$ cat config.mk
export PLATFORM = sky130hd
export DESIGN_NAME = ssd_scan_driver
export DESIGN_NICKNAME = d
export VERILOG_FILES = /design/src/rtl/ssd_scan_driver.sv
export SDC_FILE = /design/constraint.sdc
export NUM_CORES = 1
export LEC_CHECK = 0
export ABC_AREA = 1
export BUFFER_PORTS_ARGS = -buffer_cell sky130_fd_sc_hd__buf_2
export CAP_MARGIN = 5
export CORE_MARGIN = 3
export CORE_UTILIZATION = 34
export DETAILED_ROUTE_END_ITERATION = 7
export MAX_ROUTING_LAYER = met4
export PLACE_DENSITY = 0.57
export SLEW_MARGIN = 10
export SYNTH_ARGS = -nofsm -noshare
export SYNTH_HDL_FRONTEND = slang
export SYNTH_SLANG_ARGS = --single-unit
$ cat constraint.sdc
create_clock -name clk -period 2.3 [get_ports clk]
set_input_delay 0.115 -clock clk [delete_from_list [all_inputs] [get_ports clk]]
set_output_delay 0.115 -clock clk [all_outputs]
set_load 0.02 [all_outputs]
$ cat src/rtl/ssd_scan_driver.sv
// Multiplexed seven-segment scan driver: double-buffered digit data, hex font,
// leading-zero suppression, per-slot PWM dimming and registered outputs.
module ssd_scan_driver #(
  parameter int N_DIGITS    = 8,
  parameter int SLOT_CYCLES = 100000,
  parameter int PWM_BITS    = 4
) (
  input  logic                  clk,
  input  logic                  reset,
  input  logic [4*N_DIGITS-1:0] digits_in,
  input  logic [N_DIGITS-1:0]   dp_in,
  input  logic [N_DIGITS-1:0]   blank_in,
  input  logic                  lz_en,
  input  logic                  load,
  input  logic [PWM_BITS-1:0]   brightness,
  input  logic                  display_en,
  output logic [7:0]            ssd_cathodes,
  output logic [7:0]            anodes,
  output logic [2:0]            scan_idx,
  output logic                  frame_tick
);

  localparam int                SLOT_W    = (SLOT_CYCLES > 1) ? $clog2(SLOT_CYCLES) : 1;
  localparam logic [SLOT_W-1:0] SLOT_LAST = SLOT_W'(SLOT_CYCLES - 1);
  localparam logic [2:0]        IDX_LAST  = 3'(N_DIGITS - 1);

  typedef struct packed {
    logic [4*N_DIGITS-1:0] digits;
    logic [N_DIGITS-1:0]   dp;
    logic [N_DIGITS-1:0]   blank;
    logic                  lz_en;
  } disp_t;

  // Reset image is fully blanked so the display comes up dark.
  localparam disp_t DISP_RESET = {{(4*N_DIGITS){1'b0}}, {N_DIGITS{1'b0}},
                                  {N_DIGITS{1'b1}}, 1'b0};

  function automatic logic [7:0] font(input logic [3:0] v);
    case (v)
      4'h0: font = 8'h03;  4'h1: font = 8'h9F;  4'h2: font = 8'h25;  4'h3: font = 8'h0D;
      4'h4: font = 8'h99;  4'h5: font = 8'h49;  4'h6: font = 8'h41;  4'h7: font = 8'h1F;
      4'h8: font = 8'h01;  4'h9: font = 8'h09;  4'hA: font = 8'h11;  4'hB: font = 8'hC1;
      4'hC: font = 8'h63;  4'hD: font = 8'h85;  4'hE: font = 8'h61;  default: font = 8'h71;
    endcase
  endfunction

  logic [SLOT_W-1:0]   r_slot_cnt;
  logic [2:0]          r_digit_idx;
  logic [PWM_BITS-1:0] r_pwm_cnt;
  logic                r_pend_valid;
  disp_t               r_pending;
  disp_t               r_active;
  logic [7:0]          r_cathodes;
  logic [7:0]          r_anodes;
  logic [2:0]          r_scan_idx;
  logic                r_frame_tick;

  logic                w_slot_wrap;
  logic                w_frame_wrap;
  logic                w_on;
  disp_t               w_load_data;
  logic [N_DIGITS-1:0] w_suppress;
  logic [3:0]          w_nibble;
  logic                w_dp_cur;
  logic                w_blank_cur;
  logic [7:0]          w_font;
  logic [7:0]          w_cathodes;
  logic [7:0]          w_anodes;

  assign w_slot_wrap  = (r_slot_cnt == SLOT_LAST);
  assign w_frame_wrap = w_slot_wrap && (r_digit_idx == IDX_LAST);
  assign w_load_data  = {digits_in, dp_in, blank_in, lz_en};

  // Zeros are suppressed from the top digit down until the first nonzero one.
  always_comb begin
    logic v_zero_above;
    w_suppress   = '0;
    v_zero_above = r_active.lz_en;
    for (int i = N_DIGITS - 1; i >= 1; i--) begin
      v_zero_above  = v_zero_above && (r_active.digits[4*i +: 4] == 4'h0);
      w_suppress[i] = v_zero_above;
    end
  end

  // NOTE: every variable gets a default first so no path leaves it unassigned (no latch).
  always_comb begin
    w_nibble    = 4'h0;
    w_dp_cur    = 1'b0;
    w_blank_cur = 1'b1;
    for (int i = 0; i < N_DIGITS; i++) begin
      if (r_digit_idx == 3'(i)) begin
        w_nibble    = r_active.digits[4*i +: 4];
        w_dp_cur    = r_active.dp[i];
        w_blank_cur = r_active.blank[i] | w_suppress[i];
      end
    end
  end

  assign w_font = font(w_nibble);
  // Slot count 0 stays dark so the previous digit never ghosts onto the next anode.
  assign w_on   = display_en && (r_slot_cnt != '0) && (r_pwm_cnt <= brightness);

  always_comb begin
    w_cathodes = 8'hFF;
    w_anodes   = 8'hFF;
    if (w_on) begin
      w_cathodes = {(w_blank_cur ? 7'h7F : w_font[7:1]), ~w_dp_cur};
      w_anodes   = ~(8'd1 << r_digit_idx);
    end
  end

  // NOTE: sequential state uses non-blocking assignments so every register sees pre-edge values.
  always_ff @(posedge clk) begin
    if (reset) begin
      r_slot_cnt   <= '0;
      r_digit_idx  <= '0;
      r_pwm_cnt    <= '0;
      r_pend_valid <= 1'b0;
      r_pending    <= DISP_RESET;
      r_active     <= DISP_RESET;
      r_cathodes   <= 8'hFF;
      r_anodes     <= 8'hFF;
      r_scan_idx   <= '0;
      r_frame_tick <= 1'b0;
    end else begin
      r_slot_cnt <= w_slot_wrap ? '0 : r_slot_cnt + 1'b1;
      r_pwm_cnt  <= w_slot_wrap ? '0 : r_pwm_cnt + 1'b1;
      if (w_slot_wrap)
        r_digit_idx <= w_frame_wrap ? 3'd0 : r_digit_idx + 3'd1;

      // A load on the wrap cycle stays pending; the older pending data goes active.
      if (w_frame_wrap && r_pend_valid)
        r_active <= r_pending;
      if (load) begin
        r_pending    <= w_load_data;
        r_pend_valid <= 1'b1;
      end else if (w_frame_wrap) begin
        r_pend_valid <= 1'b0;
      end

      r_cathodes   <= w_cathodes;
      r_anodes     <= w_anodes;
      r_scan_idx   <= r_digit_idx;
      r_frame_tick <= w_frame_wrap;
    end
  end

  assign ssd_cathodes = r_cathodes;
  assign anodes       = r_anodes;
  assign scan_idx     = r_scan_idx;
  assign frame_tick   = r_frame_tick;

endmodule

# --- Yosys cells after proc, flatten, opt, wreduce, memory -nomap -nowiden ---
# Memory sizes are Yosys's and may differ from the RTL's. A register that Yosys moved wholly into a read port is not among the register bits.
# Index checks and enable logic that the tools add are counted.
totals:
  out_inout_bits: 20
  register_bits: 136
  word_cells: 91
  romBits: 112
  memories: 1
  input_bits: 57
classes:
  magnitude_cmp: 1
  mux: 27
  bitwise: 10
  addsub: 3
  reduce_logical: 24
  eq_ne: 8
  n_shift: 1
memory_table:
  columns: ["name", "depth", "word_bits", "read_ports", "rd_ports_with_merged_regs", "wr", "line_no", "text"]
  rows:
  - ["(name not given)", 16, 7, 1, 1, 0, "39", "case (v)"]
ops:
  columns: ["operator", "count"]
  rows:
  - ["$mux 4", 8]
  - ["$logic_not 4->1", 7]
  - ["$mux 1", 18]
  - ["$add 17x1->17 const B", 1]
  - ["$eq 17x17->1 const B", 1]
  - ["$reduce_bool 17->1", 1]
  - ["$eq 3x3->1 const B", 4]
  - ["$logic_and 1x1->1", 11]
  - ["$not 8->8", 1]
  - ["$shl 1x3->8 const A", 1]
  - ["$or 1x1->1", 7]
  - ["$eq 3x2->1 const B", 2]
  - ["$add 4x1->4 const B", 1]
  - ["$le 4x4->1", 1]
  - ["$reduce_or 2->1", 2]
  - ["$add 3x1->3 const B", 1]
  - ["$eq 3x1->1 const B", 1]
  - ["$logic_not 3->1", 1]
  - ["$mux 3", 1]
  - ["$reduce_or 3->1", 1]
  - ["$not 1->1", 2]
  - ["$reduce_bool 2->1", 1]

# --- Longest topological paths before layout ---
depth:
  ltp_word: 17
  depth_mapped: 21
  depth_no_buf: 21

# --- Worst setup path before layout ---
# OpenSTA, ideal clock, no wires.
synth_timing:
  path_kind: "reg-to-reg"
  from: "register r_digit_idx[2]"
  to: "register r_cathodes[4], in the netlist ssd_cathodes[4]"
  stages_incl_launch_ff: 19
  required_time_ns: 2.178
  synth_period_minus_slack_ns: 2.319
  n_path_buf: 0
  setup_ns: 0.122
  arrival_ns: 2.197
  path_slack_ns: -0.019
  path_cell_list: "dfxtp_1 > inv_4 > ha_1 > inv_1 > o21ai_0 > inv_1 > nand2_1 > nand2_1 > nand2_1 > nand2_1 > nand2_1 > a21oi_2 > inv_1 > ha_1 > inv_1 > nand3_1 > nand3_1 > nand2_1 > nand2_1"
synth_between:
  elab_chain_len: 10
  word_cells_on_any_way: 25
  cone_classes: "eq/ne: 7; mux: 16; reduce/logical: 2"
synth_lines:
  columns: ["item", "line_no", "text"]
  rows:
  - ["start: declaration", "48", "logic [2:0] r_digit_idx;"]
  - ["start signal: assignment", "129", "r_digit_idx <= w_frame_wrap ? 3'd0 : r_digit_idx + 3'd1;"]
  - ["$logic_not 3->1", "91", "if (r_digit_idx == 3'(i)) begin"]
  - ["$mux 1 (8 in series)", "91", null]
  - ["$reduce_or 3->1 (no line)", null, null]
  - ["end: declaration", "53", "logic [7:0] r_cathodes;"]
# Parallel ways exist; a longest one is shown, timed or not.
# A chain may end at the register's enable or synchronous reset.

# --- Final worst setup path ---
layout_timing:
  from: "register r_digit_idx[0]"
  to: "register r_cathodes[2], in the netlist ssd_cathodes[2]"
# Same word-level chain as after synthesis.

==> results.cfg <==
[sta]
slew_violations = 0
fin_skew_ns = 0.00960
period_minus_slack_ns = 2.21
tightest_slew_ns = 0.701
period_share_pct = 95.9
max_slew_margin_pct = 53.2
timing.fmax_mhz = 453
rsz0062_at_grt = yes
setup_violations = 0
timing.final.ws_setup_ns = 0.0944
hold_violations = 0
timing.hold.ws_ns = 0.205

[power_and_ir_drop]
ir_drop_uv = 531
power_uw = 5510
powerDensity_mw_per_mm2 = 666
leakage_uw = 0.00367

[setup_path]
crit_arrival_ns = 2.50
worst_setup_path_start_kind = flip-flop
cp.required_ns = 2.60
cp_max_fo = 9
critPathKind = flip-flop to flip-flop
rrSetupSlack_ns = 0.09
crit_path_end_kind = flip-flop

[synthesis]
synth_enable_flop_cells = 0
syn_inst = 837
yosysUniqueCellTypes = 46
ys_ff_latch = 143
synth-xor-area-share_pct = 0.562
muxShareOfSynthArea_pct = 0
yosysWarnings = 0
synth_ff_type = dfxtp_1
synth-adder-area-share_pct = 3.61
synth_compound_area_share_pct = 14.3
async_flop_share_pct = 0
synthesis.area_mm2 = 0.00624
yosysSeqAreaShare_pct = 45.9
syn_area_per_cell_um2 = 7.45
synth_top_family_by_area = simple AND/OR/NAND/NOR gates
syn_nets = 912
synth-simple-area-share_pct = 27.6

[placed_design]
place_congestion = 0.869
hpwl_um = 10800
post-place-ws_ns = -0.0366
io_buffers = 76
dp_cells = 1136
dpl_cell_area_mm2 = 0.00702

[cts]
cts_htree_levels = 4
clk_path_buf_depth = 2
cts-root-buf = clkbuf_16
cts_tree = done
clock_latency_ns = 0.42
cts_buffers = 17
clkTransAtPathRegs_ns = 0.06
cts.sink_count = 143

[cells_and_area]
multi_input_area_mm2 = 0.00302
n_fill_cell = 1779
instances_no_fill = 1220
seqCellArea_mm2 = 0.00287
nets = 1057
area_growth_pct = 32.5
drive_above_1_share_pct = 20.5
layout_common_cells = nor2_1 (184), dfxtp_1 (140), nand2_1 (130)
final_common_cell = nor2_1
num_antenna_cells = 0
design_area_mm2 = 0.00826

[global_route]
grt-busiest-layer = met2
grt_pass1_wl_um = 26200
grt_use_met1_pct = 22.6
grt_max_degree = 75
grtUsageMet3_pct = 3.51
grt_usage_pct = 16.6
globalRouteMet2Util_pct = 24.6
antenna_found_initial = 0
gr-total-overflow = 0
first_global_vias = 5376

[routing]
first_pass_iters = 5
drtIter0Drc = 287
wire_per_inst_um = 12.9
drc = 0
antenna_left = 0
wirelength_um = 15800
via_per_inst = 4.61
num_vias = 5622

[hold_path]
hold_path_class = input pin to flip-flop

[floorplanning]
start_util_pct = 35.4
dieArea_mm2 = 0.0200
dieWidth_um = 141
fp.coreArea_mm2 = 0.0176
die_h_um = 141
num_io_pins = 77
row_count = 48

[flow_run]
drv_cap = 0

[status]
status = finished, final reports clean
-- cell usage after synthesis, types with 2 or more instances --
cell type	count	area, um2
a211oi_1	17	128
a211oi_2	9	113
a21oi_1	23	115
a31oi_1	2	12.5
buf_2	5	25.0
clkbuf_1	25	93.8
clkinv_1	2	7.51
dfxtp_1	143	2860
ha_1	18	225
inv_1	87	327
inv_2	4	15.0
nand2_1	135	507
nand2_2	2	12.5
nand2_4	5	56.3
nand3_1	37	185
nand3b_1	2	15.0
nand4_1	8	50.1
nor2_1	185	694
nor2_2	3	18.8
nor2_4	2	22.5
nor3_1	11	55.1
nor3b_1	3	22.5
nor4_1	2	12.5
o211ai_1	9	67.6
o21a_1	3	22.5
o21ai_0	72	360
o21ai_1	2	10.0
xor2_1	3	26.3
-- cell families after synthesis --
group / count (synthesis)
AOI/OAI and AO/OA: 144
xor gates and xnor gates: 4
adders and majority gates: 18
buffers and inverters: 127
DFF: 143
and+or+nand+nor: 401
-- final cells by class --
type	count	area share, %
clock buffer	19	5.48
clock inverter	13	1.41
inverter	94	4.36
multi-input combinational	567	36.6
sequential	143	34.8
tap	225	3.41
timing repair buffer	159	14.0
-- critical path, cell delays in order, from the launching register on --
cell     delay (ns)
dfxtp_4        0.38
inv_4          0.09
ha_4           0.18
nand2_8        0.07
o21ai_0        0.14
inv_1          0.05
nand2_1        0.06
nand2_1        0.06
nand2_1        0.06
nand2_1        0.06
nand2_2        0.08
a21oi_4        0.07
buf_4          0.13
buf_4          0.12
ha_2           0.18
nand3_2        0.10
nand2_1        0.07
o21ai_1        0.12
nand2_1        0.06
-- timing repair --
action | 4_1_cts | 5_1_grt
hold buffers | 49 | 0
gates resized for setup | 12 | 31
pin swaps | 1 | 7
endpoints found under the hold margin | 49 | 0
endpoints found under the setup margin | 4 | 7
setup buffers | 2 | 1
-- power by group --
part	internal [uW]	switching [uW]	leakage, uW
Combinational	155	157	0.00224
Sequential	2550	38.7	0.00117
Clock	1540	1070	0.000263
Total	4240	1260	0.00367
-- routing by layer --
layer / up-vias / part of all wire (%)
li1: 2990 / -
met1: 2510 / 51
met2: 106 / 43
met3: 16 / 3.8
met4: 0 / 1.6
met5: - / 0
-- worst paths after layout --
check / from / cells after the start / end
min reg2reg: r_slot_cnt[0] / 1 / r_slot_cnt[0]
min: display_en / 5 / anodes[0]
max: r_digit_idx[0] / 18 / ssd_cathodes[2]
max reg2reg: r_digit_idx[0] / 18 / ssd_cathodes[2]
-- state kept, by name (all words and copies together), names as in the netlist --
name and cells:
r_active 49, r_pending 49, r_slot_cnt 17, anodes 8, ssd_cathodes 8, r_pwm_cnt 4, r_digit_idx 3, scan_idx 3
frame_tick 1, r_pend_valid 1
-- stage by stage --
stage	util, %	setup TNS [ns]
after floorplan	-	0
after global placement	39.9	0
after detailed placement	39.9	-0.0644
after CTS	46.2	0
after global routing	46.9	-0.158
final	46.9	0
(Power assumes the default switching activity.)
